<file path="config.mk">
export PLATFORM = sky130hd
export DESIGN_NAME = alarm_controller
export DESIGN_NICKNAME = d
export VERILOG_FILES = /design/src/rtl/alarm_controller.sv
export SDC_FILE = /design/constraint.sdc
export NUM_CORES = 1
export LEC_CHECK = 0
export ABC_AREA = 1
export CAP_MARGIN = 15
export CORE_UTILIZATION = 30
export DETAILED_ROUTE_END_ITERATION = 8
export PLACE_DENSITY_LB_ADDON = 0.2
export SYNTH_ARGS = -nofsm -noshare
export SYNTH_HDL_FRONTEND = slang
export SYNTH_SLANG_ARGS = --single-unit
</file>
<file path="constraint.sdc">
create_clock -name clk -period 3.96 [get_ports clk]
set_input_delay 0.99 -clock clk [delete_from_list [all_inputs] [get_ports clk]]
set_output_delay 0.99 -clock clk [all_outputs]
set_load 0.02 [all_outputs]
</file>
<file path="src/rtl/alarm_controller.sv">
// Single daily alarm for the 24-hour clock: stores the alarm time, detects the
// match against the running counters and sequences ringing, snooze and timeout.
module alarm_controller #(
    parameter int unsigned RING_SECONDS   = 60,
    parameter int unsigned SNOOZE_SECONDS = 300
) (
    input  logic       clk,
    input  logic       reset,
    input  logic       sec_tick,
    input  logic [5:0] count_sec,
    input  logic [5:0] count_min,
    input  logic [4:0] count_hour,
    input  logic       arm,
    input  logic       set_mode,
    input  logic       btn_hour,
    input  logic       btn_min,
    input  logic       btn_stop,
    input  logic       btn_snooze,
    output logic [4:0] alarm_hour,
    output logic [5:0] alarm_min,
    output logic       ringing,
    output logic       buzz,
    output logic       armed
);

    typedef enum logic [1:0] {
        IDLE    = 2'd0,
        ARMED   = 2'd1,
        RINGING = 2'd2,
        SNOOZE  = 2'd3
    } state_e;

    localparam logic [7:0]  RING_LIM   = 8'(RING_SECONDS);
    localparam logic [15:0] SNOOZE_LIM = 16'(SNOOZE_SECONDS);

    state_e      state_q, state_d;
    logic [7:0]  ring_cnt_q, ring_cnt_d;
    logic [15:0] snooze_cnt_q, snooze_cnt_d;
    logic        buzz_q, buzz_d;
    logic        ringing_q, ringing_d;
    logic        armed_q, armed_d;
    logic [4:0]  alarm_hour_q, alarm_hour_d;
    logic [5:0]  alarm_min_q, alarm_min_d;
    logic        match_q;

    logic        match_now;
    logic        trigger;
    logic [7:0]  ring_cnt_inc;
    logic [15:0] snooze_cnt_inc;

    assign match_now = (count_hour == alarm_hour_q) && (count_min == alarm_min_q)
                       && (count_sec == 6'd0);
    // Edge-detect so a match held over many cycles (or re-entered after set mode) fires once.
    assign trigger        = match_now & ~match_q;
    assign ring_cnt_inc   = ring_cnt_q + 8'd1;
    assign snooze_cnt_inc = snooze_cnt_q + 16'd1;

    always_ff @(posedge clk) begin
        if (reset) begin
            state_q      <= IDLE;
            ring_cnt_q   <= '0;
            snooze_cnt_q <= '0;
            buzz_q       <= 1'b0;
            ringing_q    <= 1'b0;
            armed_q      <= 1'b0;
            alarm_hour_q <= '0;
            alarm_min_q  <= '0;
            match_q      <= 1'b0;
        end else begin
            state_q      <= state_d;
            ring_cnt_q   <= ring_cnt_d;
            snooze_cnt_q <= snooze_cnt_d;
            buzz_q       <= buzz_d;
            ringing_q    <= ringing_d;
            armed_q      <= armed_d;
            alarm_hour_q <= alarm_hour_d;
            alarm_min_q  <= alarm_min_d;
            match_q      <= match_now;
        end
    end

    always_comb begin
        alarm_hour_d = alarm_hour_q;
        alarm_min_d  = alarm_min_q;
        if (set_mode) begin
            if (btn_hour) begin
                alarm_hour_d = (alarm_hour_q == 5'd23) ? 5'd0 : alarm_hour_q + 5'd1;
            end
            if (btn_min) begin
                alarm_min_d = (alarm_min_q == 6'd59) ? 6'd0 : alarm_min_q + 6'd1;
            end
        end
    end

    always_comb begin
        state_d      = state_q;
        ring_cnt_d   = ring_cnt_q;
        snooze_cnt_d = snooze_cnt_q;
        buzz_d       = buzz_q;
        if (!arm) begin
            state_d      = IDLE;
            ring_cnt_d   = '0;
            snooze_cnt_d = '0;
            buzz_d       = 1'b0;
        end else if (set_mode) begin
            state_d = ARMED;
            buzz_d  = 1'b0;
        end else begin
            unique case (state_q)
                IDLE: begin
                    state_d = ARMED;
                end
                ARMED: begin
                    if (trigger) begin
                        state_d    = RINGING;
                        ring_cnt_d = '0;
                        buzz_d     = 1'b1;
                    end
                end
                RINGING: begin
                    if (btn_stop) begin
                        state_d = ARMED;
                        buzz_d  = 1'b0;
                    end else if (btn_snooze) begin
                        state_d      = SNOOZE;
                        snooze_cnt_d = '0;
                        buzz_d       = 1'b0;
                    end else if (trigger) begin
                        ring_cnt_d = '0;
                        buzz_d     = 1'b1;
                    end else if (sec_tick) begin
                        ring_cnt_d = ring_cnt_inc;
                        buzz_d     = ~buzz_q;
                        if (ring_cnt_inc == RING_LIM) begin
                            state_d = ARMED;
                            buzz_d  = 1'b0;
                        end
                    end
                end
                SNOOZE: begin
                    if (btn_stop) begin
                        state_d = ARMED;
                    end else if (trigger) begin
                        state_d    = RINGING;
                        ring_cnt_d = '0;
                        buzz_d     = 1'b1;
                    end else if (sec_tick) begin
                        snooze_cnt_d = snooze_cnt_inc;
                        if (snooze_cnt_inc == SNOOZE_LIM) begin
                            state_d    = RINGING;
                            ring_cnt_d = '0;
                            buzz_d     = 1'b1;
                        end
                    end
                end
                default: state_d = IDLE;
            endcase
        end
    end

    // Flags are derived from the next state so the registered outputs track state_q exactly.
    always_comb begin
        ringing_d = (state_d == RINGING);
        armed_d   = (state_d != IDLE);
    end

    assign alarm_hour = alarm_hour_q;
    assign alarm_min  = alarm_min_q;
    assign ringing    = ringing_q;
    assign buzz       = buzz_q;
    assign armed      = armed_q;

endmodule

</file>
==> flow_summary.json <==
{
  "antenna_cells": 0,
  "skew_ns": 0.00752,
  "start_kind": "primary input",
  "fin_crit_ns": 2.89,
  "finalSetupViolations": 0,
  "ir_drop_mv": 0.131,
  "synth_nets": 451,
  "fin_cells": 573,
  "cap_violations": 0,
  "ys_warn_count": 0,
  "rsz0062_at_grt": "no",
  "worstSetupEndpointType": "flip-flop",
  "grt_pass1_wl_um": 10600,
  "hpwl_um": 4800,
  "cts_setup_buffers": 0,
  "nets": 494,
  "yosys.area_share.adder_pct": 1.88,
  "worst_pin_slew_ns": 0.899,
  "core_um2": 8680,
  "antenna_found_initial": 0,
  "outcome": "finished, final reports clean",
  "cts_sinks": 41,
  "grt_overflow": 0,
  "min_path_type": "flip-flop to flip-flop",
  "period_share_pct": 73.0,
  "path_clk_slew_ns": 0.09,
  "synth_area_per_cell_um2": 6.33,
  "dpl.cell_count": 565,
  "relSlewSlack_pct": 39.3,
  "fin_tns_setup_ns": 0,
  "ys_ff_latch": 41,
  "p_leak_nw": 1.33,
  "hold_viol_final": 0,
  "clock-root-buffer": "clkbuf_8",
  "ys_types": 35,
  "syn_inst": 421,
  "synthSimpleGateAreaFrac_pct": 41.0,
  "wl_per_cell_um": 10.8,
  "htree_levels": 2,
  "grt_pass1_vias": 2332,
  "hold_start": "snooze_cnt_q[15]$_SDFFE_PP0P_",
  "critPathKind": "primary input to flip-flop",
  "cts_resized": 0,
  "p_switching_uw": 206,
  "synth_compound_area_share_pct": 10.9,
  "avgViaCountPerCell": 4.53,
  "crit_start": "count_min[2]",
  "io_buffer_count": 39,
  "p_per_area_nw_per_um2": 244,
  "final_area_um2": 3240,
  "pin_count": 40,
  "seq_power_share_pct": 53.6,
  "syn2layout_area_growth_pct": 21.7,
  "max_freq_ghz": 0.346,
  "route.detailed.drc": 0,
  "cts_made_buffers": 5,
  "intPower_uw": 584,
  "ys_seq_area_share_pct": 30.8,
  "clockBufferDepth": 2,
  "die-area_um2": 9270,
  "grt_use_total_pct": 14.5,
  "first_pass_iters": 4,
  "die_y_um": 96.3,
  "power.total_uw": 790,
  "wirelength_um": 6210,
  "cts_hold_buf": 0,
  "combPwrFrac_pct": 11.4,
  "post_synth_xor_area_fraction_pct": 4.60,
  "vias": 2595,
  "start_util_pct": 30.7,
  "crit_required_ns": 4.15,
  "dpl-instance-area_um2": 3160,
  "drive_above_1_share_pct": 7.74,
  "drv_slew": 0,
  "cp_max_fo": 13,
  "synth_mux_area_share_pct": 0,
  "clock_latency_ns": 0.30,
  "fill_cells": 981,
  "die_x_um": 96.3,
  "r2r-start": "snooze_cnt_q[0]$_SDFFE_PP0P_",
  "cts_tree": "yes",
  "rows": 34,
  "switching_share_pct": 26.1,
  "gp_congestion": 0.822,
  "arrival_ns": 3.08,
  "grt_max_degree": 28,
  "p_clk_share_pct": 35.0,
  "syn_area_um2": 2670,
  "synth_top_family_by_area": "simple AND/OR/NAND/NOR gates",
  "drt_iter0_markers": 104,
  "final_antenna_net_count": 0
}
## cells by family after synthesis
family | after synthesis
buffers and inverters | 70
AOI/OAI and AO/OA | 49
and+or+nand+nor | 243
DFF | 41
xor gates and xnor gates | 14
adders and majority gates | 4
## synth_stat cells
cell | number | share of area (%)
nor2_2 | 4 | 0.94
inv_1 | 60 | 8.4
a211oi_1 | 3 | 0.84
o21ai_1 | 2 | 0.38
xnor2_1 | 3 | 0.99
nand2_2 | 4 | 0.94
xor2_1 | 11 | 3.6
nand3_4 | 1 | 0.66
nor3b_1 | 1 | 0.28
o21bai_1 | 1 | 0.28
nor2_1 | 63 | 8.9
a31oi_1 | 1 | 0.23
nand3_2 | 6 | 2.3
ha_1 | 4 | 1.9
a21oi_1 | 18 | 3.4
nand4_1 | 9 | 2.1
a21oi_2 | 3 | 0.99
nand2_1 | 110 | 15
nand2_4 | 1 | 0.42
inv_2 | 3 | 0.42
clkbuf_1 | 1 | 0.14
nor2_4 | 3 | 1.3
or2_0 | 1 | 0.23
clkinv_1 | 2 | 0.28
buf_4 | 1 | 0.28
o41ai_1 | 1 | 0.33
nand3_1 | 28 | 5.3
buf_6 | 3 | 1.3
or2_2 | 1 | 0.23
o21ai_0 | 16 | 3.0
o211ai_1 | 2 | 0.56
o31ai_1 | 1 | 0.28
dfxtp_1 | 41 | 31
nor3_1 | 11 | 2.1
o21ai_4 | 1 | 0.61
## path summary, 6_finish.rpt
check / end / slack (ns) / cells past startpoint
max: ring_cnt_q[5]$_SDFFE_PP0P_ / 1.07 / 14
min: snooze_cnt_q[15]$_SDFFE_PP0P_ / 0.49 / 2
max reg2reg: ring_cnt_q[1]$_SDFFE_PP0P_ / 1.73 / 13
min reg2reg: snooze_cnt_q[15]$_SDFFE_PP0P_ / 0.49 / 2
## power by group through the flow
stage | Sequential (mW) | Clock [mW] | Combinational [mW]
6_report | 0.423 | 0.276 | 0.0903
2_1_floorplan | 0.436 | 0 | 0.0406
5_1_grt | 0.425 | 0.300 | 0.100
4_1_cts | 0.423 | 0.283 | 0.0906
3_3_place_gp | 0.433 | 0 | 0.0900
3_5_place_dp | 0.433 | 0 | 0.0903
## cells in the final DEF, fill, tap and decap left out, types with 3 or more instances in the layout
cell,n
xnor2_1,3
nand3_2,6
inv_2,3
nor3_1,11
a21oi_2,3
a211oi_1,3
a21oi_1,18
nand2_1,110
xor2_1,11
o21ai_0,16
nor2_1,63
nand4_1,9
inv_1,60
nand3_1,28
nor2_2,4
ha_1,4
nand2_2,4
nor2_4,3
clkdlybuf4s50_1,39
dfxtp_1,41
clkbuf_8,5
## state kept, by name, summed over array words and instances (netlist names)
register      flops
alarm_hour        5
alarm_min         6
armed             1
buzz              1
match_q           1
ring_cnt_q        8
ringing           1
snooze_cnt_q     16
state_q           2
## area by class of cell
type / count / area (µm²) / share of cell area (%)
Multi-Input combinational cell: 310 / 1560 / 48.0
Sequential cell: 41 / 821 / 25.3
Inverter: 65 / 244 / 7.52
Clock inverter: 2 / 10.0 / 0.309
Timing Repair Buffer: 41 / 405 / 12.5
Tap cell: 108 / 135 / 4.17
Clock buffer: 6 / 72.6 / 2.24
## metrics by stage
| step | hold slack, ns | setup WS (ns) | util (%) |
|---|---|---|---|
| after floorplan | 0.452 | 1.66 | - |
| after global placement | 0.474 | 0.770 | 36.4 |
| after detailed placement | 0.484 | 0.732 | 36.4 |
| after CTS | 0.500 | 1.05 | 37.4 |
| after global routing | 0.535 | 0.841 | 37.4 |
| final | 0.492 | 1.07 | 37.4 |
## per-layer routing
layer | global-route usage, % | wire length, µm | up-vias
met2 | 22.6 | 2720 | 34
li1 | - | - | 1413
met4 | 4.23 | 69 | 0
met3 | 2.53 | 133 | 7
met5 | 0 | 0 | -
met1 | 20.3 | 3290 | 1141
## critical path: stages
cell,delay (ns)
clkdlybuf4s50_1,0.48
inv_1,0.04
nand2_1,0.04
nand2_1,0.05
nor2_1,0.19
nand2_1,0.09
nor2_2,0.17
nand3_4,0.15
nand3_1,0.17
nand2_2,0.08
nor2_4,0.28
nand2_1,0.18
nand2_1,0.11
a21oi_2,0.05
No activity file was read; power rests on OpenSTA's default activity.
